<file path="src/rtl/uart_cmd_ctrl_if.sv">
// Purpose : bundles the receiver-side byte pair and the register-write command outputs.
// Latency : n/a (signal bundle only).
// Backpr. : none; all outputs are single-cycle pulses or held values.
// Ports   : rx_int/rx_data come from the UART receiver; cmd_valid/cmd_addr/cmd_data go to the
//           register bank; err_chk/err_timeout/busy are status. The controller uses the slave
//           modport and the byte source uses the master modport.
interface uart_cmd_ctrl_if;
  logic        rx_int;
  logic [7:0]  rx_data;
  logic        cmd_valid;
  logic [7:0]  cmd_addr;
  logic [15:0] cmd_data;
  logic        err_chk;
  logic        err_timeout;
  logic        busy;

  modport slave (
    input  rx_int, rx_data,
    output cmd_valid, cmd_addr, cmd_data, err_chk, err_timeout, busy
  );

  modport master (
    output rx_int, rx_data,
    input  cmd_valid, cmd_addr, cmd_data, err_chk, err_timeout, busy
  );
endinterface

</file>
<file path="src/rtl/uart_cmd_ctrl.sv">
// Purpose : assembles 5-byte UART command frames (header, addr, data hi, data lo, checksum)
//           into single-cycle register-write commands; drops bad or stalled frames.
// Latency : cmd_valid/err_chk are registered two edges after rx_int_d captures the
//           checksum byte's falling edge (byte_stb stage, then output register).
// Backpr. : none; the register bank must take the cmd_valid pulse when it occurs.
// Ports   : clk, rst_n (async active-low); bus (slave modport of uart_cmd_ctrl_if).
//           Optional macro UART_CMD_STAT_EN adds ok_cnt[7:0] and err_cnt[7:0] outputs.
module uart_cmd_ctrl #(
  parameter logic [7:0]      HEADER      = 8'hAA,
  parameter int unsigned     TO_W        = 20,
  parameter logic [TO_W-1:0] TIMEOUT_CYC = 20'd100000
) (
  input  logic            clk,
  input  logic            rst_n,
  uart_cmd_ctrl_if.slave  bus
`ifdef UART_CMD_STAT_EN
  ,
  output logic [7:0]      ok_cnt,
  output logic [7:0]      err_cnt
`endif
);

  typedef enum logic [2:0] {
    IDLE,
    ADDR,
    DHI,
    DLO,
    CHK
  } state_t;

  localparam logic [TO_W-1:0] TO_LAST = TIMEOUT_CYC - TO_W'(1);

  state_t      state, state_nx;
  logic        rx_int_d;
  logic        fall;
  logic        byte_stb;
  logic [TO_W-1:0] to_cnt;
  logic [7:0]  addr_t, dhi_t, dlo_t;
  logic [7:0]  sum;
  logic        ld_addr, ld_dhi, ld_dlo;
  logic        valid_nx, chk_nx, to_nx;
  logic        cmd_valid_q, err_chk_q, err_to_q;
  logic [7:0]  cmd_addr_q;
  logic [15:0] cmd_data_q;

  // Byte completion is the falling edge of rx_int; byte_stb lags it by one
  // cycle so the receiver's data register has settled before it is read.
  assign fall = rx_int_d & ~bus.rx_int;

  // Checksum is the 8-bit wrapped sum of the three payload bytes.
  assign sum = addr_t + dhi_t + dlo_t;

  always_comb begin
    state_nx = state;
    ld_addr  = 1'b0;
    ld_dhi   = 1'b0;
    ld_dlo   = 1'b0;
    valid_nx = 1'b0;
    chk_nx   = 1'b0;
    to_nx    = 1'b0;
    if (byte_stb) begin
      // A byte arriving on the terminal-count cycle takes priority over the timeout.
      case (state)
        IDLE: if (bus.rx_data == HEADER) state_nx = ADDR;
        ADDR: begin
          ld_addr  = 1'b1;
          state_nx = DHI;
        end
        DHI: begin
          ld_dhi   = 1'b1;
          state_nx = DLO;
        end
        DLO: begin
          ld_dlo   = 1'b1;
          state_nx = CHK;
        end
        CHK: begin
          if (bus.rx_data == sum) valid_nx = 1'b1;
          else                    chk_nx   = 1'b1;
          state_nx = IDLE;
        end
        default: state_nx = IDLE;
      endcase
    end else if ((state != IDLE) && (to_cnt == TO_LAST)) begin
      state_nx = IDLE;
      to_nx    = 1'b1;
    end
  end

  always_ff @(posedge clk or negedge rst_n) begin
    if (!rst_n) begin
      state       <= IDLE;
      rx_int_d    <= 1'b0;
      byte_stb    <= 1'b0;
      to_cnt      <= '0;
      addr_t      <= 8'h00;
      dhi_t       <= 8'h00;
      dlo_t       <= 8'h00;
      cmd_valid_q <= 1'b0;
      err_chk_q   <= 1'b0;
      err_to_q    <= 1'b0;
      cmd_addr_q  <= 8'h00;
      cmd_data_q  <= 16'h0000;
    end else begin
      state    <= state_nx;
      rx_int_d <= bus.rx_int;
      byte_stb <= fall;
      // Inter-byte timer only runs while a frame is open.
      if (byte_stb || (state == IDLE)) to_cnt <= '0;
      else                             to_cnt <= to_cnt + TO_W'(1);
      if (ld_addr) addr_t <= bus.rx_data;
      if (ld_dhi)  dhi_t  <= bus.rx_data;
      if (ld_dlo)  dlo_t  <= bus.rx_data;
      cmd_valid_q <= valid_nx;
      err_chk_q   <= chk_nx;
      err_to_q    <= to_nx;
      if (valid_nx) begin
        cmd_addr_q <= addr_t;
        cmd_data_q <= {dhi_t, dlo_t};
      end
    end
  end

  assign bus.cmd_valid   = cmd_valid_q;
  assign bus.cmd_addr    = cmd_addr_q;
  assign bus.cmd_data    = cmd_data_q;
  assign bus.err_chk     = err_chk_q;
  assign bus.err_timeout = err_to_q;
  assign bus.busy        = (state != IDLE);

`ifdef UART_CMD_STAT_EN
  // Frame statistics; both counters wrap naturally at 8 bits.
  always_ff @(posedge clk or negedge rst_n) begin
    if (!rst_n) begin
      ok_cnt  <= 8'h00;
      err_cnt <= 8'h00;
    end else begin
      if (cmd_valid_q)             ok_cnt  <= ok_cnt + 8'd1;
      if (err_chk_q || err_to_q)   err_cnt <= err_cnt + 8'd1;
    end
  end
`endif

endmodule

</file>
<file path="src/flat_wrapper.sv">
// flat-port wrapper written by rule: the top's interface ports become plain ports
module uart_cmd_ctrl_flat 
#(
  parameter logic [7:0]      HEADER      = 8'hAA,
  parameter int unsigned     TO_W        = 20,
  parameter logic [TO_W-1:0] TIMEOUT_CYC = 20'd100000
)
  (clk, rst_n, bus_rx_int, bus_rx_data, bus_cmd_valid, bus_cmd_addr, bus_cmd_data, bus_err_chk, bus_err_timeout, bus_busy);
  uart_cmd_ctrl_if bus_i ();
  input  logic clk;
  input  logic rst_n;
  input wire logic [$bits(bus_i.rx_int)-1:0] bus_rx_int;
  input wire logic [$bits(bus_i.rx_data)-1:0] bus_rx_data;
  output wire logic [$bits(bus_i.cmd_valid)-1:0] bus_cmd_valid;
  output wire logic [$bits(bus_i.cmd_addr)-1:0] bus_cmd_addr;
  output wire logic [$bits(bus_i.cmd_data)-1:0] bus_cmd_data;
  output wire logic [$bits(bus_i.err_chk)-1:0] bus_err_chk;
  output wire logic [$bits(bus_i.err_timeout)-1:0] bus_err_timeout;
  output wire logic [$bits(bus_i.busy)-1:0] bus_busy;
  assign bus_i.rx_int = bus_rx_int;
  assign bus_i.rx_data = bus_rx_data;
  assign bus_cmd_valid = bus_i.cmd_valid;
  assign bus_cmd_addr = bus_i.cmd_addr;
  assign bus_cmd_data = bus_i.cmd_data;
  assign bus_err_chk = bus_i.err_chk;
  assign bus_err_timeout = bus_i.err_timeout;
  assign bus_busy = bus_i.busy;
  uart_cmd_ctrl #(.HEADER(HEADER), .TO_W(TO_W), .TIMEOUT_CYC(TIMEOUT_CYC)) u_core (.clk(clk), .rst_n(rst_n), .bus(bus_i));
endmodule
</file>
<file path="config.mk">
export PLATFORM = sky130hd
export DESIGN_NAME = uart_cmd_ctrl_flat
export DESIGN_NICKNAME = d
export VERILOG_FILES = /design/src/rtl/uart_cmd_ctrl_if.sv /design/src/rtl/uart_cmd_ctrl.sv /design/src/flat_wrapper.sv
export SDC_FILE = /design/constraint.sdc
export NUM_CORES = 1
export LEC_CHECK = 0
export ABC_AREA = 1
export CAP_MARGIN = 25
export CORE_UTILIZATION = 50
export CTS_CLUSTER_DIAMETER = 120
export DETAILED_ROUTE_END_ITERATION = 8
export HOLD_SLACK_MARGIN = 0.08
export PLACE_DENSITY_LB_ADDON = 0.08
export SLEW_MARGIN = 20
export SYNTH_ARGS = -nofsm -noshare
export SYNTH_HDL_FRONTEND = slang
export SYNTH_SLANG_ARGS = --single-unit
</file>
<file path="constraint.sdc">
create_clock -name clk -period 7.4 [get_ports clk]
set_clock_uncertainty 0.05 [all_clocks]
set_input_delay 1.48 -clock clk [delete_from_list [all_inputs] [get_ports clk]]
set_output_delay 1.48 -clock clk [all_outputs]
set_load 0.01 [all_outputs]
</file>
==> results.sh <==
export IMPL_outcome="finished, final reports clean"
export IMPL_tritoncts="yes"
export IMPL_diodes=0
export IMPL_antenna_found_initial=0
export IMPL_synth_warning_count=0
export IMPL_hold_buffers=0
export IMPL_gp_congestion=0.9148
export IMPL_totalNegativeSetupSlack_ns=0
export IMPL_final_hold_viol_count=0
export IMPL_final_cells=612
export IMPL_critPathMostFrequentCell="nand2_1"
export IMPL_cp_arrival_ns=3.46
export IMPL_avgSynthCellArea_um2=8.332
export IMPL_die_w_um=90.50
export IMPL_power_density_mw_per_mm2=456.3
export IMPL_cts_made_buffers=9
export IMPL_cts_buffer_depth=2
export IMPL_grt_max_degree=77
export IMPL_cp_slowest_cell="clkdlybuf4s50_1"
export IMPL_place_hpwl_um=6242
export IMPL_routed_wl_um=8366
export IMPL_initial_core_util=0.5286
export IMPL_cp_num_buf_inv=2
export IMPL_ioPinCount=39
export IMPL_synth_edf_count=0
export IMPL_cts_htree_levels=3
export IMPL_fin_crit_sh=0.4419
export IMPL_period_needed_ns=3.270
export IMPL_maxCapViolations=0
export IMPL_clock_sinks=76
export IMPL_ys_types=28
export IMPL_detail_route_vias_per_cell=5.260
export IMPL_ys_seq_elements=76
export IMPL_leakagePower_nw=2.296
export IMPL_dr_pass1_iters=4
export IMPL_fill_cells=673
export IMPL_grt_usage=0.2230
export IMPL_async_flop_share=1.000
export IMPL_drt_iter0_markers=149
export IMPL_die_h_um=90.50
export IMPL_rows=31
export IMPL_vias=3219
export IMPL_final_cell_mix="142 x nand2_1, 76 x dfrtp_1, 52 x inv_1"
export IMPL_place_port_buffers=38
export IMPL_criticalPathCategory="input pin to flip-flop"
export IMPL_tightestPinTransition_ns=0.9405
export IMPL_power_switching_mw=1.046
export IMPL_rsz0062_at_grt="no"
export IMPL_crit_family="simple AND/OR/NAND/NOR gates"
export IMPL_root_buffer="clkbuf_8"
export IMPL_die_area_mm2=0.008190
export IMPL_synthCells=470
export IMPL_drv_slew=0
export IMPL_worstHoldPathType="flip-flop to flip-flop"
export IMPL_utilization=0.6144
export IMPL_fmax_mhz=305.8
export IMPL_core_area_mm2=0.007408
export IMPL_critPathMaxStageDelay_ns=0.52
export IMPL_seq_area_mm2=0.001902
export IMPL_path_max_fanout=26
export IMPL_grt_pass1_wl_um=14360
export IMPL_remaining_drc_errors=0
export IMPL_ys_seq_area_frac=0.4856
export IMPL_power_share_sequential=0.297
export IMPL_switching_share=0.5036
export IMPL_dp_cells=595
export IMPL_vdd_drop_max_mv=0.2590
export IMPL_fin_nets=534
export IMPL_p_clk_frac=0.142
export IMPL_worstPathRequired_ns=7.59
export IMPL_netlist_area_mm2=0.003916
export IMPL_wl_per_cell_um=13.67
export IMPL_worstPathCellList="clkdlybuf4s50_1 -> inv_2 -> nand2_1 -> nand2_1 -> nand2_1 -> nand3_1 -> nand2_1 -> nand2_1 -> nand2_2 -> nand4_4 -> nand2_1 -> nand2_1"
export IMPL_cts_clk_slew_worst_paths_ns=0.09
export IMPL_clock_latency_ns=0.35
export IMPL_final_common_cell="nand2_1"
export IMPL_cp_start_kind="input pin"
export IMPL_area_delta_synth_final_pct=16.23
export IMPL_synthFlopType="dfrtp_1"
export IMPL_slew_limit_headroom=0.3710
export IMPL_drive_gt1_frac=0.06043
export IMPL_multiInputGateArea_mm2=0.001727
export IMPL_synthesis_nets=496
export IMPL_endpoint_kind="flip-flop"
export IMPL_postRouteAntennaNets=0
export IMPL_power_frac_comb=0.562
export IMPL_cts_resized=0
export IMPL_gr_total_overflow=0
export IMPL_setup_viol_count_final=0
export IMPL_postCtsSetupBuffers=0
export IMPL_grt_pass1_vias=2997
export IMPL_internal_power_mw=1.031
metal layers:
layer | global-route usage | part of all wire | wire (um) | vias to the layer above
li1 | - | - | - | 1602
met1 | 0.3235 | 0.49 | 4112 | 1538
met2 | 0.3472 | 0.46 | 3861 | 66
met3 | 0.02694 | 0.032 | 270 | 13
met4 | 0.07661 | 0.014 | 121 | 0
met5 | 0 | 0 | 0 | -
worst paths after layout:
path                                   from                      to  slack (ns)  cells past startpoint
min in group asynchronous             rst_n  u_core.bus.cmd_addr[0]        0.93                      1
max reg2reg                 u_core.dlo_t[1]  u_core.bus.cmd_data[4]        4.21                     13
min                        u_core.to_cnt[0]        u_core.to_cnt[0]        0.42                      1
max in group asynchronous             rst_n        u_core.to_cnt[7]        5.81                      2
max                          bus_rx_data[7]  u_core.bus.cmd_data[4]        4.13                     12
min reg2reg                u_core.to_cnt[0]        u_core.to_cnt[0]        0.42                      1
synthesized netlist by cell type (3+ instances only):
cell,n,area [um^2]
o21ai_0,35,175.2
dfrtp_1,76,1902
xor2_1,5,43.79
nand2_2,5,31.28
nand3_1,22,110.1
nor3_1,9,45.04
buf_6,4,45.04
inv_1,52,195.2
xnor2_1,3,26.28
nand4_1,35,219.0
fa_1,8,160.2
inv_2,3,11.26
ha_1,7,87.58
clkbuf_1,6,22.52
nor2_1,31,116.4
nand2_1,142,533.0
a21oi_1,12,60.06
per-stage QoR:
stage	total power [mW]	area [um^2]	setup WS, ns	hold WS (ns)
2_1_floorplan	1.553	3916	4.804	0.3819
3_3_place_gp	1.744	4340	3.871	0.3994
3_5_place_dp	1.777	4340	3.779	0.4061
4_1_cts	2.082	4524	4.137	0.4205
5_1_grt	2.296	4552	3.896	0.4336
6_report	2.077	4552	4.130	0.4184
registers in the layout, indices dropped and copies added (netlist names):
| signal | flops |
|---|---|
| u_core.to_cnt | 20 |
| u_core.bus.cmd_data | 16 |
| u_core.addr_t | 8 |
| u_core.bus.cmd_addr | 8 |
| u_core.dhi_t | 8 |
| u_core.dlo_t | 8 |
| u_core.state | 3 |
| u_core.bus.cmd_valid | 1 |
| u_core.bus.err_chk | 1 |
| u_core.bus.err_timeout | 1 |
| u_core.byte_stb | 1 |
| u_core.rx_int_d | 1 |
power groups by stage:
stage | Clock, mW | Combinational, mW | Sequential [mW]
after floorplan | 0 | 0.964 | 0.588
after global placement | 0 | 1.12 | 0.620
after detailed placement | 0 | 1.16 | 0.621
after CTS | 0.302 | 1.17 | 0.613
after global routing | 0.319 | 1.35 | 0.627
final | 0.294 | 1.17 | 0.616
kinds of logic after synthesis:
group	count (synthesis)	share of synthesized area
compound gates	50	0.06550
buf+inv	68	0.07348
xor+xnor	8	0.01789
flops	76	0.4856
simple gates	253	0.2942
fa+ha+maj	15	0.06326
area by class of cell:
class,count,share of cell area
sequential,76,0.4178
tap,99,0.02721
clock inverter,7,0.01319
multi-input combinational,326,0.3793
timing repair buffer,39,0.08906
inverter,56,0.04618
clock buffer,9,0.02721
Note: power is estimated with default switching activity, not from simulation.
